<file path="config.mk">
export PLATFORM = sky130hd
export DESIGN_NAME = fetch_unit
export DESIGN_NICKNAME = d
export VERILOG_FILES = /design/src/rtl/fetch_pkg.sv /design/src/rtl/branch_target_buffer.sv /design/src/rtl/fetch_unit.sv
export SDC_FILE = /design/constraint.sdc
export NUM_CORES = 2
export LEC_CHECK = 0
export BUFFER_PORTS_ARGS = -buffer_cell sky130_fd_sc_hd__buf_2
export CAP_MARGIN = 30
export CORE_ASPECT_RATIO = 0.8
export CORE_MARGIN = 2
export CORE_UTILIZATION = 54
export DETAILED_ROUTE_END_ITERATION = 7
export PLACE_DENSITY_LB_ADDON = 0.05
export SLEW_MARGIN = 10
export SYNTH_ARGS = -nofsm -noshare
export SYNTH_HDL_FRONTEND = slang
export SYNTH_SLANG_ARGS = --single-unit
</file>
<file path="constraint.sdc">
create_clock -name clk -period 7.7 [get_ports clk]
set_clock_uncertainty 0.2 [all_clocks]
set_input_delay 1.54 -clock clk [delete_from_list [all_inputs] [get_ports clk]]
set_output_delay 1.54 -clock clk [all_outputs]
set_load 0.02 [all_outputs]
</file>
<file path="src/rtl/fetch_pkg.sv">
// fetch_pkg: shared types and helpers for the instruction-fetch stage.
//   NOP_INSTR     - word loaded into IF/ID on a bubble
//   ctr_t         - 2-bit saturating branch counter (SNT, WNT, WT, ST)
//   btb_entry_t   - one BTB entry {valid, tag, target, ctr}
//   ctr_inc/dec   - saturating counter steps
// Tag and target fields are sized for the widest supported address
// (MAX_ADDR_WIDTH); narrower configurations zero-extend into them.
package fetch_pkg;

    localparam int          MAX_ADDR_WIDTH = 32;
    localparam logic [31:0] NOP_INSTR      = 32'hE1A00000;

    typedef enum logic [1:0] {
        SNT = 2'b00,
        WNT = 2'b01,
        WT  = 2'b10,
        ST  = 2'b11
    } ctr_t;

    typedef struct packed {
        logic                      valid;
        logic [MAX_ADDR_WIDTH-1:0] tag;
        logic [MAX_ADDR_WIDTH-1:0] target;
        ctr_t                      ctr;
    } btb_entry_t;

    function automatic ctr_t ctr_inc(input ctr_t c);
        return (c == ST) ? ST : ctr_t'(c + 2'd1);
    endfunction

    function automatic ctr_t ctr_dec(input ctr_t c);
        return (c == SNT) ? SNT : ctr_t'(c - 2'd1);
    endfunction

endpackage

</file>
<file path="src/rtl/branch_target_buffer.sv">
// branch_target_buffer: direct-mapped BTB with 2-bit saturating counters.
// Ports:
//   clk, reset                    - clock, synchronous active-high reset
//   lookup_pc                     - fetch PC to predict for
//   lookup_taken, lookup_target   - prediction (target valid when taken)
//   upd_en, upd_pc, upd_taken,
//   upd_target                    - resolved branch from execute
// Macro BTB_BYPASS_EN: forward a same-index update into the lookup
// (write-first). Without it the lookup sees stored state only.
module branch_target_buffer
    import fetch_pkg::*;
#(
    parameter int ADDR_WIDTH  = 32,
    parameter int BTB_ENTRIES = 16
) (
    input  logic                  clk,
    input  logic                  reset,
    input  logic [ADDR_WIDTH-1:0] lookup_pc,
    output logic                  lookup_taken,
    output logic [ADDR_WIDTH-1:0] lookup_target,
    input  logic                  upd_en,
    input  logic [ADDR_WIDTH-1:0] upd_pc,
    input  logic                  upd_taken,
    input  logic [ADDR_WIDTH-1:0] upd_target
);

    localparam int IDX   = $clog2(BTB_ENTRIES);
    localparam int TAG_W = ADDR_WIDTH - 2 - IDX;

    btb_entry_t mem [BTB_ENTRIES];

    logic [IDX-1:0]   lk_idx, upd_idx;
    logic [TAG_W-1:0] lk_tag, upd_tag;
    btb_entry_t       lk_entry, upd_old, upd_entry;
    logic             upd_hit, upd_we;

    // Byte-offset bits never take part in indexing or tagging.
    logic unused_bits;
    assign unused_bits = ^{lookup_pc[1:0], upd_pc[1:0]};

    assign lk_idx  = lookup_pc[2 +: IDX];
    assign lk_tag  = lookup_pc[ADDR_WIDTH-1 -: TAG_W];
    assign upd_idx = upd_pc[2 +: IDX];
    assign upd_tag = upd_pc[ADDR_WIDTH-1 -: TAG_W];

    always_comb begin
        upd_old   = mem[upd_idx];
        upd_hit   = upd_old.valid && (upd_old.tag == MAX_ADDR_WIDTH'(upd_tag));
        upd_entry = upd_old;
        upd_we    = 1'b0;
        if (upd_en) begin
            if (upd_hit) begin
                upd_we        = 1'b1;
                upd_entry.ctr = upd_taken ? ctr_inc(upd_old.ctr) : ctr_dec(upd_old.ctr);
                if (upd_taken)
                    upd_entry.target = MAX_ADDR_WIDTH'(upd_target);
            end else if (upd_taken) begin
                upd_we    = 1'b1;
                upd_entry = '{valid:  1'b1,
                              tag:    MAX_ADDR_WIDTH'(upd_tag),
                              target: MAX_ADDR_WIDTH'(upd_target),
                              ctr:    WT};
            end
        end
    end

    always_comb begin
        lk_entry = mem[lk_idx];
`ifdef BTB_BYPASS_EN
        if (upd_we && (upd_idx == lk_idx))
            lk_entry = upd_entry;
`endif
        lookup_taken  = lk_entry.valid && (lk_entry.tag == MAX_ADDR_WIDTH'(lk_tag))
                        && (lk_entry.ctr inside {WT, ST});
        lookup_target = lk_entry.target[ADDR_WIDTH-1:0];
    end

    always_ff @(posedge clk) begin
        if (reset) begin
            for (int i = 0; i < BTB_ENTRIES; i++)
                mem[i] <= '{valid: 1'b0, tag: '0, target: '0, ctr: WNT};
        end else if (upd_we) begin
            mem[upd_idx] <= upd_entry;
        end
    end

endmodule

</file>
<file path="src/rtl/fetch_unit.sv">
// fetch_unit: instruction-fetch stage. Owns the PC, predicts next PC via
// the BTB, corrects mispredictions from execute and fills IF/ID.
// Ports:
//   clk, reset            - clock, synchronous active-high reset
//   imem_addr / imem_rd   - instruction memory address / same-cycle data
//   stall_f, stall_d      - hold PC / hold IF/ID
//   flush_d               - bubble IF/ID
//   ex_*                  - resolved branch from execute with its prediction
//   mispredict_e          - combinational redirect indication
//   instr_d, pc_d, valid_d, pred_taken_d, pred_target_d - IF/ID contents
// Macro BTB_BYPASS_EN: enables write-first forwarding inside the BTB.
module fetch_unit
    import fetch_pkg::*;
#(
    parameter int                    ADDR_WIDTH  = 32,
    parameter int                    INSTR_WIDTH = 32,
    parameter int                    BTB_ENTRIES = 16,
    parameter logic [ADDR_WIDTH-1:0] RESET_PC    = '0
) (
    input  logic                   clk,
    input  logic                   reset,
    output logic [ADDR_WIDTH-1:0]  imem_addr,
    input  logic [INSTR_WIDTH-1:0] imem_rd,
    input  logic                   stall_f,
    input  logic                   stall_d,
    input  logic                   flush_d,
    input  logic                   ex_branch,
    input  logic [ADDR_WIDTH-1:0]  ex_pc,
    input  logic                   ex_taken,
    input  logic [ADDR_WIDTH-1:0]  ex_target,
    input  logic                   ex_pred_taken,
    input  logic [ADDR_WIDTH-1:0]  ex_pred_target,
    output logic                   mispredict_e,
    output logic [INSTR_WIDTH-1:0] instr_d,
    output logic [ADDR_WIDTH-1:0]  pc_d,
    output logic                   valid_d,
    output logic                   pred_taken_d,
    output logic [ADDR_WIDTH-1:0]  pred_target_d
);

    logic [ADDR_WIDTH-1:0] pc_f, pred_next, correct_pc, btb_target;
    logic                  pred_taken_f;

    branch_target_buffer #(
        .ADDR_WIDTH  (ADDR_WIDTH),
        .BTB_ENTRIES (BTB_ENTRIES)
    ) u_btb (
        .clk           (clk),
        .reset         (reset),
        .lookup_pc     (pc_f),
        .lookup_taken  (pred_taken_f),
        .lookup_target (btb_target),
        .upd_en        (ex_branch),
        .upd_pc        (ex_pc),
        .upd_taken     (ex_taken),
        .upd_target    (ex_target)
    );

    assign imem_addr  = pc_f;
    assign pred_next  = pred_taken_f ? btb_target : pc_f + ADDR_WIDTH'(4);
    assign correct_pc = ex_taken ? ex_target : ex_pc + ADDR_WIDTH'(4);

    // Target mismatch only matters when the branch was actually taken.
    assign mispredict_e = ex_branch &&
                          ((ex_taken != ex_pred_taken) ||
                           (ex_taken && (ex_target != ex_pred_target)));

    // A redirect overrides stall_f: the wrong-path PC must never be held.
    always_ff @(posedge clk) begin
        if (reset)
            pc_f <= RESET_PC;
        else if (mispredict_e)
            pc_f <= correct_pc;
        else if (!stall_f)
            pc_f <= pred_next;
    end

    always_ff @(posedge clk) begin
        if (reset || flush_d || mispredict_e) begin
            instr_d       <= INSTR_WIDTH'(NOP_INSTR);
            pc_d          <= '0;
            valid_d       <= 1'b0;
            pred_taken_d  <= 1'b0;
            pred_target_d <= '0;
        end else if (!stall_d) begin
            instr_d       <= imem_rd;
            pc_d          <= pc_f;
            valid_d       <= 1'b1;
            pred_taken_d  <= pred_taken_f;
            pred_target_d <= pred_next;
        end
    end

endmodule

</file>
==> results by group <==
Outcome
  – Status: finished clean

Floorplanning
  – Die Y: just over 300 um
  – Die area: around 120,000 um^2
  – Core Area: between 100,000 and 150,000 um^2
  – I/O Pins: roughly 270
  – Row count: 110
  – DIE WIDTH: 381.1 um
  – Starting Density: 54.50%

Run
  – MaxCap Viol Count: 0

Final layout
  – Fillers: 8,574
  – Post-Layout Inst Area: between 60,000 and 70,000 um^2
  – NumNets Final: between 4k and 5k
  – Multi-input logic area: 25,210 um^2
  – Final Util: about 62%
  – Area growth syn-to-layout: 13.39%
  – Share of cells above drive strength 1: between 20% and 30%
  – FF+latch area: ~35,000 um^2

Pwr
  – Peak VDD IR: between 150 and 200 uV
  – Power Total: 16.04 mW
  – LEAKAGE: about 25 nW
  – Power Dens Cells: 230.3 nW/um^2

GRT
  – Largest net degree at the start of global routing: 95
  – First-pass GRT wire length: 314,600 um
  – Initial antenna violation count: 14
  – Total track usage: about two fifths
  – Grt total ovfl: 0
  – Vias in the first global route: slightly above 40k

Synth
  – Post-Syn Area: between 60,000 and 70,000 um^2
  – Main synth FF type: edfxtp_1
  – Post-synth ARST share: 0%
  – EDFF count, synth: 1,072
  – Post-synth top area cell: edfxtp_1
  – Synth warn: 0
  – Syn_area_per_cell: 13.92 um^2
  – Yosys reg bits: approximately 1.2k
  – Top post-synthesis cells by area: edfxtp_1 (52%), mux4_2 (20%), nor2_1 (6.6%), dfxtp_1 (4.4%), mux2i_1 (3.8%)
  – Top cell type's share of synthesized area: 52.40%
  – Count leader, synth: nor2_1
  – Sequential fraction of the synthesis area: ~57%
  – Synth top cells by count: nor2_1 (1,075), edfxtp_1 (1,072), mux4_2 (546)
  – Post-synth cell types: 80
  – Synth Instances: around 4.4k

Drt
  – DR pass1 iterations: 6
  – Met3 Wirelength: 35,730 um
  – DR vias: ~43k
  – DRT antenna net count: 0
  – WL per Instance: ~35 um
  – DRC viols: 0
  – M1 wire length: 83,550 um
  – Vias per cell: approximately 7
  – Post-Route WL: between 200,000 and 250,000 um
  – Top sig layer: met5
  – Iteration-0 DRC Markers: 7,254
  – Met2 wire len: around 95,000 um

Clocking
  – H-tree depth: 3
  – Worst skew pair latency: between 700 and 800 ps
  – Post_cts resized: 0
  – Post-CTS Hold Buffers: 0
  – Clk slew on worst S/H paths: ~60 ps
  – Clock Tree Root: clkbuf_16
  – Clock sink count: 1,206
  – Setup bufs post-CTS: 0
  – Max Buffers Root-to-Sink: 3
  – CTS Buf Count: 121
  – CTS tree: built

Worst setup path
  – Startpoint types: input pin
  – Worst R2R Path Depth: 11
  – Reg2reg setup slack: approximately 1900 ps
  – Reg2reg end: pred_target_d[31]$_SDFFE_PP0N_
  – Crit path largest cell delay: roughly 560 ps
  – Critical path, cell by cell: buf_8, buf_4, mux4_2, mux4_2, xnor2_1, nand4_1, a2111oi_1, buf_4, nand3_1, a21oi_4, buf_4, nand3_4, buf_4, buf_4, nor2_1
  – Worst path top cell family by delay: buffers and inverters
  – Slowest cell on crit path: buf_8
  – Crit-path max FO: 93
  – Critical path data required time: about 8000 ps
  – Kind of critical path: input pin to flop
  – Buf+Inv Stages, Crit Path: 6
  – CP endpoint kind: flop
  – Arr. time, crit path: ~7000 ps
  – Most Frequent Cell on Critical Path: buf_4

Timing
  – Fin crit share: 83.50%
  – Max-slew violation count: 0
  – Min Tclk post-route: approximately 6400 ps
  – Worst-Margin Slew: between 1000 and 1500 ps
  – Hold Vio Cnt, Final: 0
  – Setup violation total in the final timing report: 0
  – Rel. slew slack: 24.83%
  – Setup TNS: 0 ps
  – F_max: 0.1555 GHz
  – RSZ-0062 raised after global routing: no

Worst hold path
  – Hold_sp: valid_d$_SDFFE_PP0N_
  – Hold path depth: 1
  – Hold path endpoint: valid_d$_SDFFE_PP0N_
  – Worst hold path class: flop to flop

Placed design
  – Hpwl dp: about 150,000 um
  – Number of buffers added on ports: 266
  – Area after DPL: between 60,000 and 70,000 um^2
  – Final Wtd Congestion: 0.9542
metrics by stage:
step | setup WS (ps) | cells | hold WS, ps
after detailed placement | 715.6 | 6084 | 238.0
after global routing | 1220 | 6315 | 285.0
final | 1270 | 6319 | 248.6
after floorplan | 876.8 | 4508 | 340.7
after CTS | 1490 | 6311 | 252.0
after global placement | 726.0 | 6075 | 234.6
flip-flops by register name, summed over array words and instances (netlist names), named ones only:
| signal | flops |
|---|---|
| pred_target_d | 32 |
| pc_d | 32 |
| pred_taken_d | 1 |
| valid_d | 1 |
| u_btb.mem | 1072 |
| instr_d | 32 |
| imem_addr | 32 |
power by group:
group / internal (mW) / switching, mW / total (mW)
Clock: 3.35 / 2.62 / 5.97
Combinational: 0.933 / 1.55 / 2.48
Sequential: 7.38 / 0.210 / 7.59
logic make-up (layout without fill, tap and decap cells):
logic type | count (synthesis) | after routing | share of synthesized area, %
simple gates | 1552 | 1552 | 10.84
flops | 1206 | 1206 | 56.76
mux | 808 | 808 | 24.34
buf+inv | 460 | 755 | 3.307
compound gates | 245 | 245 | 2.699
xor+xnor | 135 | 135 | 1.925
fa+ha+maj | 6 | 6 | 0.1181
other cells | 1 | 100 | 0.006104
layout by cell type (no fill, tap or decap), drive strengths merged, types with 14 or more instances in the layout:
cell type / count
a211oi: 15
a21oi: 34
and3: 14
buf: 480
clkbuf: 173
clkinv: 44
conb: 96
dfxtp: 134
edfxtp: 1072
inv: 49
mux2: 28
mux2i: 234
mux4: 546
nand2: 139
nand3: 101
nand4: 41
nor2: 1075
nor2b: 21
nor3: 51
nor4: 28
o21ai: 71
o22ai: 22
xnor2: 99
xor2: 36
per-layer routing:
layer	vias to the layer above	track usage (%)
li1	17310	-
met1	21970	54.82
met2	3447	54.22
met3	496	14.72
met4	16	13.79
met5	-	0.7819
final cells by class:
class | count | area share (%)
timing repair buffer | 481 | 5.131
tap | 1512 | 2.716
inverter | 47 | 0.2532
sequential | 1206 | 50.08
clock inverter | 55 | 0.7615
multi-input combinational | 2842 | 36.18
clock buffer | 172 | 4.858
antenna | 4 | 0.01437
worst max path at each step:
stage	end	slack (ps)	cells after the start	start
floorplan	u_btb.mem[13][0]$_SDFFCE_PN1P_	880	12	ex_pc[2]
global placement	u_btb.mem[10][0]$_SDFFCE_PN1P_	730	16	ex_pc[3]
detailed placement	u_btb.mem[13][40]$_SDFFCE_PN0P_	720	15	ex_pc[3]
CTS	u_btb.mem[13][46]$_SDFFCE_PN0P_	1490	15	ex_pc[3]
global route	u_btb.mem[13][53]$_SDFFCE_PN0P_	1220	15	ex_pc[3]
finish	u_btb.mem[13][46]$_SDFFCE_PN0P_	1270	15	ex_pc[3]
(Power assumes the default switching activity.)
